File: src/rtl/layer_pkg.sv
// Shared types for the layer scheduler: FSM states, config field codes and
// the per-layer descriptor record.
package layer_pkg;

   // Descriptor fields are stored at this width; COORD_W may be narrower.
   localparam int MAX_COORD_W = 16;

   typedef enum logic [2:0] {
      ST_IDLE  = 3'd0,
      ST_SCAN  = 3'd1,
      ST_ISSUE = 3'd2,
      ST_WAIT  = 3'd3,
      ST_DONE  = 3'd4
   } state_t;

   typedef enum logic [2:0] {
      FLD_SRC_X    = 3'd0,
      FLD_SRC_Y    = 3'd1,
      FLD_WIDTH    = 3'd2,
      FLD_HEIGHT   = 3'd3,
      FLD_DST_X    = 3'd4,
      FLD_DST_Y    = 3'd5,
      FLD_LAYER_EN = 3'd6,
      FLD_CLR_ERR  = 3'd7
   } cfg_field_t;

   typedef logic [MAX_COORD_W-1:0] coord_t;

   typedef struct packed {
      coord_t src_x;
      coord_t src_y;
      coord_t w;
      coord_t h;
      coord_t dst_x;
      coord_t dst_y;
   } layer_desc_t;

endpackage

File: src/rtl/layer_desc_table.sv
// Descriptor register file: one write port driven by the CPU config bus,
// combinational read of the entry selected by the scheduler index.
module layer_desc_table
   import layer_pkg::*;
#(
   parameter int NUM_LAYERS = 8,
   parameter int COORD_W    = 10,
   localparam int IDX_W     = $clog2(NUM_LAYERS)
) (
   input  logic                  clk,
   input  logic                  reset,
   input  logic                  i_we,
   input  logic [IDX_W-1:0]      i_idx,
   input  logic [2:0]            i_field,
   input  logic [COORD_W-1:0]    i_data,
   input  logic [IDX_W-1:0]      i_rd_idx,
   output layer_desc_t           o_desc,
   output logic                  o_en
);

   cfg_field_t               w_fld;
   coord_t                   w_val;
   layer_desc_t              w_tab [NUM_LAYERS];
   logic [NUM_LAYERS-1:0]    r_en;

   assign w_fld = cfg_field_t'(i_field);
   assign w_val = MAX_COORD_W'(i_data);

   for (genvar g = 0; g < NUM_LAYERS; g++) begin : g_ent
      layer_desc_t r_ent;

      // Capture coordinate writes aimed at this entry
      always_ff @(posedge clk or negedge reset) begin
         if (!reset) begin
            r_ent <= '0;
         end else if (i_we && (i_idx == IDX_W'(g))) begin
            case (w_fld)
               FLD_SRC_X:  r_ent.src_x <= w_val;
               FLD_SRC_Y:  r_ent.src_y <= w_val;
               FLD_WIDTH:  r_ent.w     <= w_val;
               FLD_HEIGHT: r_ent.h     <= w_val;
               FLD_DST_X:  r_ent.dst_x <= w_val;
               FLD_DST_Y:  r_ent.dst_y <= w_val;
               default:    ;
            endcase
         end
      end

      assign w_tab[g] = r_ent;
   end

   // Layer enable mask is global, written regardless of i_idx
   always_ff @(posedge clk or negedge reset) begin
      if (!reset)
         r_en <= '0;
      else if (i_we && (w_fld == FLD_LAYER_EN))
         r_en <= i_data[NUM_LAYERS-1:0];
   end

   assign o_desc = w_tab[i_rd_idx];
   assign o_en   = r_en[i_rd_idx];

endmodule

File: src/rtl/layer_scheduler.sv
// Per-frame layer sequencer: walks the descriptor table in index order and
// hands one blit command at a time to the draw engine, with a per-layer
// completion timeout and a single-deep pending-frame flag.
module layer_scheduler
   import layer_pkg::*;
#(
   parameter int NUM_LAYERS = 8,
   parameter int COORD_W    = 10,
   parameter int TIMEOUT    = 65535
) (
   input  logic                          clk,
   input  logic                          reset,
   input  logic                          cfg_we,
   input  logic [$clog2(NUM_LAYERS)-1:0] cfg_idx,
   input  logic [2:0]                    cfg_field,
   input  logic [COORD_W-1:0]            cfg_data,
   input  logic                          frame_start,
   output logic                          blt_start,
   output logic [COORD_W-1:0]            blt_src_x,
   output logic [COORD_W-1:0]            blt_src_y,
   output logic [COORD_W-1:0]            blt_w,
   output logic [COORD_W-1:0]            blt_h,
   output logic [COORD_W-1:0]            blt_dst_x,
   output logic [COORD_W-1:0]            blt_dst_y,
   input  logic                          blt_done,
   output logic                          busy,
   output logic                          frame_done,
   output logic                          err,
   output logic [$clog2(NUM_LAYERS)-1:0] cur_layer
);

   localparam int IDX_W = $clog2(NUM_LAYERS);
   localparam int TMO_W = $clog2(TIMEOUT + 1);

   state_t              r_state, w_nxt_state;
   logic [IDX_W-1:0]    r_idx, w_nxt_idx;
   logic [TMO_W-1:0]    r_tmo;
   logic                r_pend, r_err, r_busy, r_fdone, r_bstart;
   layer_desc_t         r_cmd;

   layer_desc_t         w_desc;
   logic                w_en, w_elig, w_last, w_tmo_hit;
   logic                w_clr_pend, w_set_err, w_clr_err;

   layer_desc_table #(
      .NUM_LAYERS (NUM_LAYERS),
      .COORD_W    (COORD_W)
   ) u_tab (
      .clk      (clk),
      .reset    (reset),
      .i_we     (cfg_we),
      .i_idx    (cfg_idx),
      .i_field  (cfg_field),
      .i_data   (cfg_data),
      .i_rd_idx (r_idx),
      .o_desc   (w_desc),
      .o_en     (w_en)
   );

   assign w_elig    = w_en && (w_desc.w != '0) && (w_desc.h != '0);
   assign w_last    = (r_idx == IDX_W'(NUM_LAYERS - 1));
   assign w_tmo_hit = (r_tmo == TMO_W'(1));
   assign w_clr_err = cfg_we && (cfg_field_t'(cfg_field) == FLD_CLR_ERR);

   // Next-state, index advance and side-effect strobes
   always_comb begin
      w_nxt_state = r_state;
      w_nxt_idx   = r_idx;
      w_clr_pend  = 1'b0;
      w_set_err   = 1'b0;
      case (r_state)
         ST_IDLE: begin
            if (frame_start) begin
               w_nxt_state = ST_SCAN;
               w_nxt_idx   = '0;
            end
         end
         ST_SCAN: begin
            if (w_elig)
               w_nxt_state = ST_ISSUE;
            else if (w_last)
               w_nxt_state = ST_DONE;
            else
               w_nxt_idx = r_idx + IDX_W'(1);
         end
         ST_ISSUE: w_nxt_state = ST_WAIT;
         ST_WAIT: begin
            if (blt_done || w_tmo_hit) begin
               // A completion arriving on the expiry cycle still counts as done
               w_set_err = !blt_done;
               if (w_last) begin
                  w_nxt_state = ST_DONE;
               end else begin
                  w_nxt_state = ST_SCAN;
                  w_nxt_idx   = r_idx + IDX_W'(1);
               end
            end
         end
         ST_DONE: begin
            if (r_pend || frame_start) begin
               w_nxt_state = ST_SCAN;
               w_nxt_idx   = '0;
               w_clr_pend  = 1'b1;
            end else begin
               w_nxt_state = ST_IDLE;
            end
         end
         default: w_nxt_state = ST_IDLE;
      endcase
   end

   // State, index and registered status outputs
   always_ff @(posedge clk or negedge reset) begin
      if (!reset) begin
         r_state  <= ST_IDLE;
         r_idx    <= '0;
         r_busy   <= 1'b0;
         r_fdone  <= 1'b0;
         r_bstart <= 1'b0;
      end else begin
         r_state  <= w_nxt_state;
         r_idx    <= w_nxt_idx;
         r_busy   <= (w_nxt_state != ST_IDLE);
         r_fdone  <= (w_nxt_state == ST_DONE);
         r_bstart <= (w_nxt_state == ST_ISSUE);
      end
   end

   // Command snapshot on entry to ISSUE; held until the next issue
   always_ff @(posedge clk or negedge reset) begin
      if (!reset)
         r_cmd <= '0;
      else if (w_nxt_state == ST_ISSUE)
         r_cmd <= w_desc;
   end

   // Timeout counter: armed with the command strobe, counts through ISSUE/WAIT
   always_ff @(posedge clk or negedge reset) begin
      if (!reset)
         r_tmo <= '0;
      else if (w_nxt_state == ST_ISSUE)
         r_tmo <= TMO_W'(TIMEOUT);
      else if (((r_state == ST_ISSUE) || (r_state == ST_WAIT)) && (r_tmo != '0))
         r_tmo <= r_tmo - TMO_W'(1);
   end

   // Single-deep pending frame; extra starts while busy are dropped
   always_ff @(posedge clk or negedge reset) begin
      if (!reset)
         r_pend <= 1'b0;
      else if (w_clr_pend)
         r_pend <= 1'b0;
      else if (frame_start && (r_state != ST_IDLE))
         r_pend <= 1'b1;
   end

   // Sticky error; a timeout in the same cycle as a clear wins
   always_ff @(posedge clk or negedge reset) begin
      if (!reset)
         r_err <= 1'b0;
      else if (w_set_err)
         r_err <= 1'b1;
      else if (w_clr_err)
         r_err <= 1'b0;
   end

   assign blt_start  = r_bstart;
   assign blt_src_x  = COORD_W'(r_cmd.src_x);
   assign blt_src_y  = COORD_W'(r_cmd.src_y);
   assign blt_w      = COORD_W'(r_cmd.w);
   assign blt_h      = COORD_W'(r_cmd.h);
   assign blt_dst_x  = COORD_W'(r_cmd.dst_x);
   assign blt_dst_y  = COORD_W'(r_cmd.dst_y);
   assign busy       = r_busy;
   assign frame_done = r_fdone;
   assign err        = r_err;
   assign cur_layer  = r_idx;

endmodule

File: config.mk
export PLATFORM = sky130hd
export DESIGN_NAME = layer_scheduler
export DESIGN_NICKNAME = d
export VERILOG_FILES = /design/src/rtl/layer_pkg.sv /design/src/rtl/layer_desc_table.sv /design/src/rtl/layer_scheduler.sv
export SDC_FILE = /design/constraint.sdc
export NUM_CORES = 1
export LEC_CHECK = 0
export BUFFER_PORTS_ARGS = -buffer_cell sky130_fd_sc_hd__buf_2
export CORE_MARGIN = 5
export CORE_UTILIZATION = 49
export DETAILED_ROUTE_END_ITERATION = 8
export PLACE_DENSITY = 0.65
export SETUP_SLACK_MARGIN = 0.5
export SYNTH_ARGS = -nofsm -noshare
export SYNTH_HDL_FRONTEND = slang
export SYNTH_SLANG_ARGS = --single-unit
File: constraint.sdc
create_clock -name clk -period 7.8 [get_ports clk]
set_input_delay 0.39 -clock clk [delete_from_list [all_inputs] [get_ports clk]]
set_output_delay 0.39 -clock clk [all_outputs]
set_load 0.02 [all_outputs]
# [Word level (Yosys, flattened, before mapping)]
# Cells that the tools add are included.
[word_totals] wordCells=201 register_bits=575 input_bits=21
[classes] bitwise_logic=1 eq_ne=26 n_lt_le_gt_ge=2 n_mux=28 n_reduce_logical=79 addsub=2
[ops] operator="$bmux 96 s3" count=1
[ops] operator="$mux 90" count=2
[ops] operator="$reduce_and 2->1" count=48
[ops] operator="$reduce_bool 16->1" count=3
[ops] operator="$eq 3x3->1 const B" count=11
[ops] operator="$mux 16" count=2
[ops] operator="$mux 3" count=10
[ops] operator="$eq 3x2->1 const B" count=7
[ops] operator="$eq 16x1->1 const B" count=1
[ops] operator="$sub 16x1->16 const B" count=1
[ops] operator="$pmux 3 s5" count=1
[ops] operator="$logic_and 1x1->1" count=14
[ops] operator="$pmux 3 s4" count=1
[ops] operator="$mux 1" count=10
[ops] operator="$eq 3x1->1 const B" count=3
[ops] operator="$logic_not 3->1" count=3
[ops] operator="$ne 2x2->1 const B" count=4
[ops] operator="$reduce_bool 2->1" count=3
[ops] operator="$reduce_bool 3->1" count=2
[ops] operator="$reduce_and 5->1" count=1
[ops] operator="$ge 4x4->1 const B" count=1
[ops] operator="$lt 3x4->1 const B" count=1
[ops] operator="$not 3->4" count=1
[ops] operator="$reduce_bool 4->1" count=1
[ops] operator="4 further kinds" count=6

# [Logic depth before layout (Yosys ltp)]
# Gate-level depths: netlist (run 1).
[depth] ltp_word=11 ltp_mapped=10 mapped_depth_nobuf=7

# [Hierarchy]
# Synthesis (run 1) repeated with hierarchy kept, for this count alone.
[hier_totals] hier_cells=1648 hier_area_um2=26497.9
[by_module_without_submodules] module="layer_desc_table" seq_area_each_um2=12211.7 area_per_inst_um2=22734.3 instances=1 cells_each=1366
[by_module_without_submodules] module="layer_scheduler" seq_area_each_um2=2177.1 area_per_inst_um2=3763.6 instances=1 cells_each=282

# [Worst setup path before layout (run 1)]
# OpenSTA, ideal clock, no wires.
[synth_path] kind="reg-to-reg" start="register r_idx[0] (netlist: cur_layer[0])" end="register r_cmd (netlist bit blt_dst_x[0])" setup_ns=0.125 period_less_slack_ns=2.805 path_buffers=4 path_stages_with_launch=8 t_arrival_ns=2.680 path_slack_ns=4.995 cell_sequence="dfrtp_1 -> clkbuf_1 -> buf_2 -> clkbuf_1 -> buf_2 -> mux4_2 -> mux2_2 -> mux2_2"
[synth_between] elab_chain_len=10 elab_cells_between_ends=17 cone_classes="2 x eq/ne; 10 x mux; 1 x bitwise; 4 x reduce/logical"
[synth_rtl] item="from (decl)" line="layer_scheduler.sv:36" rtl="logic [IDX_W-1:0] r_idx, w_nxt_idx;"
[synth_rtl] item="from (signal assigned)" line="layer_scheduler.sv:122" rtl="r_idx <= w_nxt_idx;"
[synth_rtl] item="$not 3->4 (not written as such)" line="layer_desc_table.sv:60" rtl="assign o_desc = w_tab[i_rd_idx];"
[synth_rtl] item="$bmux 96 s3" line="layer_desc_table.sv:60"
[synth_rtl] item="$mux 90 (not written as such) (2 in a row)" line="layer_desc_table.sv:60"
[synth_rtl] item="$reduce_bool 16->1" line="layer_scheduler.sv:60" rtl="assign w_elig = w_en && (w_desc.w != '0) && (w_desc.h != '0);"
[synth_rtl] item="$logic_and 1x1->1 (2 in a row)" line="layer_scheduler.sv:60"
[synth_rtl] item="$mux 3" line="layer_scheduler.sv:79" rtl="if (w_elig)"
[synth_rtl] item="$pmux 3 s5" line="layer_scheduler.sv:71" rtl="case (r_state)"
[synth_rtl] item="$eq 3x2->1" line="layer_scheduler.sv:133" rtl="else if (w_nxt_state == ST_ISSUE)"
[synth_rtl] item="to (signal assigned)" line="layer_scheduler.sv:134" rtl="r_cmd <= w_desc;"
[synth_rtl] item="to (decl)" line="layer_scheduler.sv:39" rtl="layer_desc_t r_cmd;"
# Several ways; a longest one is shown, not always the timed one. The select of a mux whose other input is x is not followed.
# A chain may end at the register's enable or synchronous reset.

# [Final worst setup path (run 1)]
[layout_path] start="register r_idx[1] (netlist: cur_layer[1])" end="register r_cmd (netlist bit blt_src_y[6])"
# The elaborated chain is that of the path after synthesis.

==> flow_summary_export.csv, run 1 <==
group,metric,value,unit
drt,drtAntennaViolNets,0,
global_routing,grt-ovfl-total,0,
critical_path,startpoint_type,"register",
critical_path,startpoint,"cur_layer[1]$_DFFE_PN0P_",
drt,routedWlPerCell,23.5,um
critical_path,critPathSlowestCell,"dfrtp_4",
timing,slew_violations,0,
cts,cts_inserted_buffers,61,
drt,dr_total_vias,14100,
synth,ys_seq_area_frac,0.561,
placement,place_congestion,0.753,
cts,htree_levels,2,
timing,fin_tns_setup,0,ps
critical_path,cp_common_cell,"buf_4",
drt,vias_per_cell,5.82,
synth,synthArstFlopShare,1.00,
timing,hold_viol,0,
timing,period_minus_slack,4140,ps
cts,clock_latency,620,ps
drt,drt-total-wl,56.9,mm
placement,dp_hpwl,33.3,mm
global_routing,grt_pass1_wl,91.3,mm
floorplanning,die-area,57100,um^2
synth,synth_area_leaders,"dfrtp_1 56%, mux2_2 25%, mux4_2 11%",
run_status,status,"finished clean",
synth,syn_area,25700,um^2
cts,cts_resized,0,
synth,yosysUniqueCellTypes,45,
cells_and_area,syn_to_final_growth,12.3,%
power,ir_drop,0.176,mV
timing,fmax,241,MHz
timing,rsz0062_at_grt,"false",
critical_path,reg2reg_from,"cur_layer[1]$_DFFE_PN0P_",
drt,first_iter_violations,835,
synth,yosys_most_used_dff,"dfrtp_1",
cts,cts_sinks,575,
timing,setup_viol,0,
floorplanning,core-area,51600,um^2
timing,slew_headroom,0.160,
worst_hold_path,min_from,"frame_start",
synth,synth_seq_cells,575,
placement,io_buffers,87,
global_routing,grt_pass1_vias,15400,
cells_and_area,drive_above_1_share,0.526,
drt,first_pass_iters,4,
timing,tightest_slew,1250,ps
cts,clockRootBuffer,"clkbuf_16",
power,leakagePower,13.4,nW
critical_path,crit_chain,"buf_4 > mux4_2 > mux2i_1 > and4_1 > a31o_2 > nor4_4 > buf_4 > mux2_2",
synth,synth-edff-count,0,
floorplanning,rows,83,
floorplanning,die_y,239,um
timing,final.period_utilization,0.531,
synth,yosys_warnings,0,
critical_path,slowest_delay,1090,ps
run,maxCapViolCount,0,
critical_path,setup.worst_path.end_class,"register",
timing,whs,104,ps
critical_path,cp_top_family,"buffers and inverters",
synth,syn_area_per_cell,15.8,um^2
critical_path,arrival,4650,ps
floorplanning,io_pins,88,
timing,skew,32.3,ps
cts,path_clk_slew,60,ps
floorplanning,die_w,239,um
cells_and_area,n_fill_cell,4104,
synth,synth_nets,1653,
synth,yosys.area.top_type,"dfrtp_1",
critical_path,cp.required,8300,ps
floorplanning,start_util,0.497,
synth,synthCells,1627,
cells_and_area,final_nets,1722,
critical_path,crit_path_max_fanout,52,
global_routing,grt_max_degree,169,
cts,cts_tree,"done",
drt,drc,0,
synth,synth_top_area_share,0.561,
critical_path,crit_buf_inv,2,
critical_path,path_class,"register to register",
worst_hold_path,hold_class,"input pin to register",
cts,cts_buffer_depth,3,
global_routing,grt.total_usage,0.204,
power,p_per_area,323,nW/um^2
global_routing,antenna_found_initial,3,
==> cells in the mapped netlist (4+ instances only) <==
cell and instances:
nor4_1 4, nor2_1 36, mux2_2 572, nand2b_1 14, nor3_1 7, inv_1 25, mux4_2 122, buf_6 5
nand4_1 11, dfrtp_1 575, buf_2 21, xor2_1 9, mux2i_1 40, nor3b_1 4, or3_1 4, nand4b_1 8
nand2_1 39, o21ai_0 4, ha_1 5, clkbuf_1 79
==> worst register-to-register path, stage by stage, from the launching register on <==
cell and delay, ps:
dfrtp_4 1090, buf_4 760, mux4_2 380, mux2i_1 110, and4_1 230, a31o_2 280, nor4_4 270, buf_4 480
mux2_2 450
==> path summary, 6_finish.rpt <==
| path | slack [ps] | end | depth (start not counted) |
|---|---|---|---|
| setup / recovery | 3660 | blt_src_y[6]$_DFFE_PN0N_ | 8 |
| hold / removal | 100 | r_pend$_DFFE_PN0P_ | 3 |
| setup reg to reg | 3660 | blt_src_y[6]$_DFFE_PN0N_ | 8 |
| hold reg to reg | 490 | err$_DFFE_PN0P_ | 2 |
| max in group asynchronous | 5470 | blt_src_y[4]$_DFFE_PN0N_ | 4 |
| min in group asynchronous | 440 | u_tab.g_ent[7].r_ent[49]$_DFFE_PN0P_ | 2 |
==> state kept, by name (all words and copies together) (netlist names) <==
signal             flops
blt_h                 10
r_tmo                 16
r_pend                 1
blt_dst_x             10
u_tab.g_ent.r_ent    480
r_state                3
frame_done             1
cur_layer              3
blt_w                 10
err                    1
blt_src_y             10
u_tab.r_en             8
blt_src_x             10
blt_start              1
busy                   1
blt_dst_y             10
==> area by class of cell <==
| class | count | area (um^2) | area share |
|---|---|---|---|
| antenna | 2 | 5.00 | 0.000174 |
| tap | 680 | 851 | 0.0295 |
| inverter | 25 | 93.8 | 0.00325 |
| sequential | 575 | 14400 | 0.499 |
| clock buffer | 86 | 1790 | 0.0621 |
| timing repair buffer | 115 | 686 | 0.0238 |
| clock inverter | 24 | 299 | 0.0104 |
| multi-input combinational | 918 | 10700 | 0.371 |
==> what timing repair did <==
item                      4_1_cts  5_1_grt
hold endpoints to repair       97        0
hold buffers                    2        0
setup buffers                   0        0
==> per-layer routing <==
layer / vias up / GRT usage / part of all wire
met2: 203 / 0.335 / 0.48
met4: 2 / 0.0447 / 0.020
met3: 77 / 0.0351 / 0.035
li1: 6145 / - / -
met1: 7688 / 0.291 / 0.46
met5: - / 0 / 0.00023
==> kinds of logic after synthesis <==
kind of cell,share of synthesized area
fa+ha+maj,0.00244
simple gates,0.0317
mux,0.374
buf+inv,0.0222
flops,0.561
compound gates,0.00570
xor+xnor,0.00375
==> power by group <==
group	internal [W]	switching, W
registers	0.00350	0.000452
logic	0.00126	0.00114
clock network	0.00179	0.00118
==> placed cells by master (no fill, tap or decap), drive strengths merged, types with 5 or more instances in the layout <==
cell type and instances:
ha 5, mux2 572, nand2 39, nand4 11
nand4b 8, bufinv 6, clkbuf 86, xor2 9
buf 113, mux2i 40, nor3 7, nor2 36
inv 25, nand2b 14, nor4 7, clkinv 14
mux4 122, dfrtp 575
==> per-stage QoR <==
step / util / setup slack (ps) / area (um^2) / power (W) / instances
after floorplan: - / 4990 / 25700 / 0.00573 / 1627
after global placement: 0.518 / 3580 / 26700 / 0.00637 / 2311
after detailed placement: 0.518 / 3510 / 26700 / 0.00645 / 2311
after CTS: 0.559 / 3520 / 28800 / 0.00945 / 2423
after global routing: 0.559 / 3320 / 28800 / 0.00981 / 2423
final: 0.559 / 3660 / 28800 / 0.00933 / 2425
Note: power is estimated with default switching activity, not from simulation.
==> run 2, diff against run 1 <==
Settings changed: ABC_AREA set to 1.
Clock period 7.8 ns to 3.91 ns, I/O delays scaled along.
==> run 2 against run 1 <==
  * Critical path depth rose by 7
  * Area after synthesis shrank 0.66%
  * Register-to-register slack got worse by 2900 ps
  * Critical endpoint is now blt_dst_x[6]$_DFFE_PN0N_
  * Synthesized cell count grew 92%
  * Fmax grew 34%
  * Final area shrank 2.5%
  * Sequential cell count unchanged
  * Clock power grew 86%
  * Largest cell class unchanged
  * Worst hold slack worse by 9.5 ps
  * Global-route usage grew 3.6 points
  * Combinational power rose to 2.5 times the previous value
  * Clock skew is 6.6 ps lower
==> flow_summary_export.csv, run 2 <==
group,metric,value,unit
timing,setup_viol,0,
critical_path,cp.required,4480,ps
synth,synthCells,3121,
cells_and_area,largest_reg_flops,480,
drt,first_iter_violations,2172,
synth,synthArstFlopShare,1.00,
floorplanning,die_y,238,um
placement,place_congestion,0.803,
timing,fin_tns_setup,0,ps
global_routing,grt_pass1_wl,111,mm
run_status,status,"finished clean",
critical_path,crit_path_max_fanout,69,
critical_path,startpoint_type,"register",
synth,yosys_warnings,0,
drt,drt-total-wl,68.5,mm
global_routing,grt_pass1_vias,19900,
timing,tightest_slew,1150,ps
drt,dr_total_vias,20900,
global_routing,antenna_found_initial,1,
synth,synth_top_area_share,0.564,
timing,skew,25.7,ps
placement,dp_hpwl,39.1,mm
global_routing,grt.total_usage,0.240,
power,ir_drop,0.393,mV
cts,cts_resized,0,
cts,clockRootBuffer,"clkbuf_16",
timing,slew_violations,0,
synth,synth_most_common_cell,"nand2_1",
synth,yosys-top-cells-count,"1,092 x nand2_1, 639 x o21ai_0, 575 x dfrtp_1",
cells_and_area,final_nets,3086,
synth,syn_area_per_cell,8.17,um^2
synth,yosys.area.top_type,"dfrtp_1",
cts,cts_tree,"done",
floorplanning,core-area,51400,um^2
synth,synth_area_leaders,"dfrtp_1 56%, nand2_1 16%, o21ai_0 13%",
drt,drtAntennaViolNets,0,
power,leakagePower,13.4,nW
timing,slew_headroom,0.233,
critical_path,path_class,"register to register",
timing,rsz0062_at_grt,"false",
timing,fmax,322,MHz
cells_and_area,top_regs,"u_tab.g_ent.r_ent x480, r_tmo x16",
synth,synth_nets,3147,
floorplanning,die_w,238,um
synth,yosys_most_used_dff,"dfrtp_1",
timing,final.period_utilization,0.793,
timing,hold_viol,0,
synth,syn_area,25500,um^2
cts,htree_levels,2,
cells_and_area,drive_above_1_share,0.0713,
cts,path_clk_slew,60,ps
floorplanning,io_pins,88,
drt,drc,0,
drt,routedWlPerCell,18.1,um
cells_and_area,top_register,"u_tab.g_ent.r_ent",
drt,vias_per_cell,5.53,
synth,synth-edff-count,0,
run,maxCapViolCount,0,
critical_path,arrival,3670,ps
floorplanning,rows,83,
worst_hold_path,hold_class,"input pin to register",
global_routing,grt-ovfl-total,0,
power,power,0.0190,W
floorplanning,die-area,56700,um^2
cells_and_area,syn_to_final_growth,10.3,%
placement,io_buffers,87,
floorplanning,start_util,0.496,
cells_and_area,final_cell_mix,"1,092 x nand2_1, 639 x o21ai_0, 573 x dfrtp_1",
power,p_per_area,674,nW/um^2
global_routing,grt_max_degree,117,
cts,clock_latency,640,ps
synth,synth_seq_cells,575,
cts,cts_buffer_depth,3,
synth,yosysUniqueCellTypes,24,
cts,cts_inserted_buffers,60,
critical_path,setup.worst_path.end_class,"register",
drt,first_pass_iters,5,
cts,cts_sinks,575,
cells_and_area,final_common_cell,"nand2_1",
synth,ys_seq_area_frac,0.564,
timing,period_minus_slack,3100,ps
## run 2: changes by cell type after synthesis, sizes merged, moves of 41 or more
cell	before	now
a21oi	1	45
a32o	0	41
clkbuf	79	215
inv	25	120
mux2	572	0
mux4	122	0
nand2	39	1092
nand3	2	92
nor2	36	171
o21ai	4	660
## run 2: path summary, 6_finish.rpt
check                      depth (start not counted)                                   end                startpoint  slack [ps]
max                                               15              blt_dst_x[6]$_DFFE_PN0N_  cur_layer[0]$_DFFE_PN0P_         810
min                                                4                       err$_DFFE_PN0P_              cfg_field[0]          90
max reg2reg                                       15              blt_dst_x[6]$_DFFE_PN0N_  cur_layer[0]$_DFFE_PN0P_         810
min reg2reg                                        2              blt_src_y[4]$_DFFE_PN0N_  blt_src_y[4]$_DFFE_PN0N_         470
max in group asynchronous                          4   u_tab.g_ent[4].r_ent[2]$_DFFE_PN0P_                     reset        2450
min in group asynchronous                          2  u_tab.g_ent[7].r_ent[36]$_DFFE_PN0P_                     reset         280
## run 2: logic make-up (layout without fill, tap and decap cells)
kind of cell | after synthesis | count (layout) | synth area share
adders and majority gates | 5 | 5 | 0.00245
DFF | 575 | 575 | 0.564
other | 0 | 1 | 0
AOI/OAI and AO/OA | 790 | 790 | 0.165
buffers and inverters | 375 | 353 | 0.0584
and+or+nand+nor | 1372 | 1372 | 0.208
xor gates and xnor gates | 4 | 4 | 0.00137
## run 2: metrics by stage
stage               setup WS [ps]  hold slack (ps)  utilization  instances  area (um^2)
floorplan                    1840             -100            -       3121        25500
global placement              828              368        0.509       3674        26200
detailed placement            763              373        0.509       3674        26200
CTS                           746             15.1        0.547       3778        28100
global route                  579             72.6        0.547       3780        28100
finish                        808             94.1        0.547       3780        28100
## run 2: where the power goes
group | internal, W | switching (W)
Clock | 0.00319 | 0.00233
Combinational | 0.00186 | 0.00414
Sequential | 0.00689 | 0.000554
## run 2: timing repair
| action | CTS | global route |
|---|---|---|
| setup buffers | 0 | 1 |
| endpoints found under the setup margin | 0 | 4 |
| endpoints found under the hold margin | 109 | 0 |
| hold buffers | 3 | 0 |
## run 2: area by class of cell
cell class,count,area (um^2)
Antenna cell,1,2.50
Inverter,120,459
Sequential cell,575,14400
Fill cell,4762,23300
Timing Repair Buffer,132,898
Clock buffer,94,1840
Clock inverter,7,50.0
Multi-Input combinational cell,2171,9630
Tap cell,680,851
## run 2: critical path, cell delays in order (launching register included)
cell,delay [ps]
dfrtp_4,650
buf_12,370
buf_4,460
nor2_1,100
nor2_1,90
o21ai_1,60
o21ai_1,110
nand2_1,70
nand2_1,110
nor2_1,50
nand3_1,100
nand3_1,180
nor2_4,150
buf_12,270
nand2_1,130
nand2_1,70
## run 2: routing by layer
metal	routed length, um	share of wire	vias up	GRT usage
met5	0	0	-	0
met4	1650	0.024	0	0.0657
met3	3920	0.057	115	0.0341
met2	31200	0.46	654	0.380
met1	31700	0.46	10100	0.350
li1	-	-	10000	-
==> run 3, diff against run 2 <==
Clock period 3.91 ns to 3.2 ns, I/O delays scaled along.
==> run 3 against run 2 <==
  * Power is 27% higher
  * Critical path type unchanged
  * Non-clock buffer count increased by 39
  * Final area increased by 2.3%
  * Clock skew decreased by 1.4 ps
  * Worst setup slack got worse by 140 ps
  * Worst hold slack improved by 13 ps
  * Combinational power is 26% higher
  * Clock power is 35% higher
  * Count of clock-buffer cells in the layout decreased by 3
  * Sequential cell count did not move
  * Core utilization is 1.2 points higher
==> flow_summary_export.csv, run 3 (synthesis gave the netlist of run 2 again) <==
group,metric,value,unit
run_status,status,"finished clean",
global_routing,antenna_found_initial,1,
power,ir_drop,0.554,mV
critical_path,crit_chain,"buf_16 > nand2_1 > nand3_1 > nand3_1 > nand2_1 > nand2_1 > nor2_1 > nand3_1 > nand4_1 > buf_4 > buf_6 > nand2_1 > nand2_1",
cells_and_area,final_cell_mix,"1,092 x nand2_1, 639 x o21ai_0, 573 x dfrtp_1",
critical_path,r2r_end,"blt_dst_y[3]$_DFFE_PN0N_",
critical_path,cp_top_family,"simple AND/OR/NAND/NOR gates",
critical_path,cp.required,3760,ps
floorplanning,die_w,238,um
global_routing,grt.total_usage,0.243,
placement,place_congestion,0.815,
timing,skew,24.3,ps
floorplanning,die_y,238,um
cells_and_area,drive_above_1_share,0.0882,
cts,path_clk_slew,60,ps
placement,placedInstanceArea,26400,um^2
floorplanning,io_pins,88,
cts,cts_inserted_buffers,61,
cells_and_area,final_common_cell,"nand2_1",
timing,fin_tns_setup,0,ps
cells_and_area,n_fill_cell,4704,
floorplanning,die-area,56700,um^2
cts,clockRootBuffer,"clkbuf_16",
drt,drtAntennaViolNets,0,
critical_path,startpoint_type,"register",
drt,first_pass_iters,5,
run,maxCapViolCount,0,
critical_path,path_class,"register to register",
timing,slew_violations,0,
drt,routedWlPerCell,18.2,um
floorplanning,rows,83,
critical_path,reg2reg_from,"cur_layer[0]$_DFFE_PN0P_",
critical_path,crit_path_max_fanout,54,
timing,tightest_slew,868,ps
global_routing,grt_pass1_vias,20600,
timing,hold_viol,0,
cts,clock_latency,640,ps
timing,setup_viol,0,
critical_path,critPathSlowestCell,"dfrtp_4",
cells_and_area,largest_reg_flops,480,
cells_and_area,final_area,28800,um^2
cts,cts_tree,"done",
cells_and_area,final_nets,3126,
timing,period_minus_slack,2530,ps
critical_path,setup.worst_path.end_class,"register",
critical_path,rrSetupSlack,670,ps
timing,rsz0062_at_grt,"false",
drt,first_iter_violations,2039,
placement,dp_hpwl,40.1,mm
critical_path,slowest_delay,560,ps
placement,io_buffers,87,
cells_and_area,top_regs,"u_tab.g_ent.r_ent x480, r_tmo x16",
critical_path,crit_buf_inv,3,
timing,fmax,395,MHz
drt,vias_per_cell,5.53,
cts,cts_sinks,575,
critical_path,cp_common_cell,"nand2_1",
drt,dr_total_vias,21200,
global_routing,grt-ovfl-total,0,
cts,htree_levels,2,
timing,final.period_utilization,0.791,
drt,drc,0,
cells_and_area,top_register,"u_tab.g_ent.r_ent",
floorplanning,start_util,0.496,
critical_path,reg2regPathDepth,13,
cells_and_area,syn_to_final_growth,12.8,%
power,p_per_area,839,nW/um^2
timing,slew_headroom,0.417,
drt,drt-total-wl,69.6,mm
worst_hold_path,hold_class,"input pin to async pin",
global_routing,grt_pass1_wl,112,mm
cts,cts_buffer_depth,3,
global_routing,grt_max_degree,107,
critical_path,arrival,3090,ps
power,leakagePower,13.7,nW
floorplanning,core-area,51400,um^2
run 3: cell type report:
type	instances	area (um^2)	area share
Tap cell	680	851	0.0296
Sequential cell	575	14400	0.500
Multi-Input combinational cell	2171	9630	0.335
Clock inverter	23	277	0.00961
Antenna cell	1	2.50	0.0000870
Inverter	120	473	0.0164
Clock buffer	91	1870	0.0651
Timing Repair Buffer	171	1260	0.0440
run 3: what timing repair did:
action                                  CTS  global route
resized for setup                         4             8
setup buffers                             0             3
hold buffers                              5             0
hold endpoints to repair                 66             0
endpoints found under the setup margin   31            66
gates cloned                              1             1
run 3: layer usage:
layer / up-vias / track usage / wire length (um)
li1: 10100 / - / -
met1: 10300 / 0.341 / 31300
met2: 677 / 0.397 / 32200
met3: 102 / 0.0410 / 4440
met4: 0 / 0.0673 / 1730
met5: - / 0 / 0
run 3: report_power, final:
part / switching [W] / leakage, nW / total [W] / internal (W)
Clock: 0.00296 / 1.08 / 0.00746 / 0.00450
Combinational: 0.00513 / 5.06 / 0.00757 / 0.00244
Sequential: 0.000690 / 7.59 / 0.00910 / 0.00841
run 3: worst max-delay path by stage:
stage               cells after the start                      from                       end  slack (ps)
floorplan                              13  cur_layer[0]$_DFFE_PN0P_      r_tmo[1]$_DFFE_PN0P_        1130
global placement                        9  cur_layer[0]$_DFFE_PN0P_  blt_src_x[9]$_DFFE_PN0N_         480
detailed placement                      9  cur_layer[0]$_DFFE_PN0P_  blt_src_x[9]$_DFFE_PN0N_         410
CTS                                     7  cur_layer[0]$_DFFE_PN0P_  blt_dst_x[5]$_DFFE_PN0N_         550
global route                           15  cur_layer[0]$_DFFE_PN0P_  blt_dst_y[8]$_DFFE_PN0N_         490
finish                                 13  cur_layer[0]$_DFFE_PN0P_  blt_dst_y[3]$_DFFE_PN0N_         670
run 3: per-stage QoR:
stage	cells	utilization	hold slack, ps	power, W	worst slack, ps
after floorplan	3121	-	-136	0.0142	1130
after global routing	3832	0.560	180	0.0256	491
final	3832	0.560	107	0.0241	669
after global placement	3707	0.514	197	0.0164	475
after CTS	3827	0.558	127	0.0241	547
after detailed placement	3707	0.514	201	0.0165	412
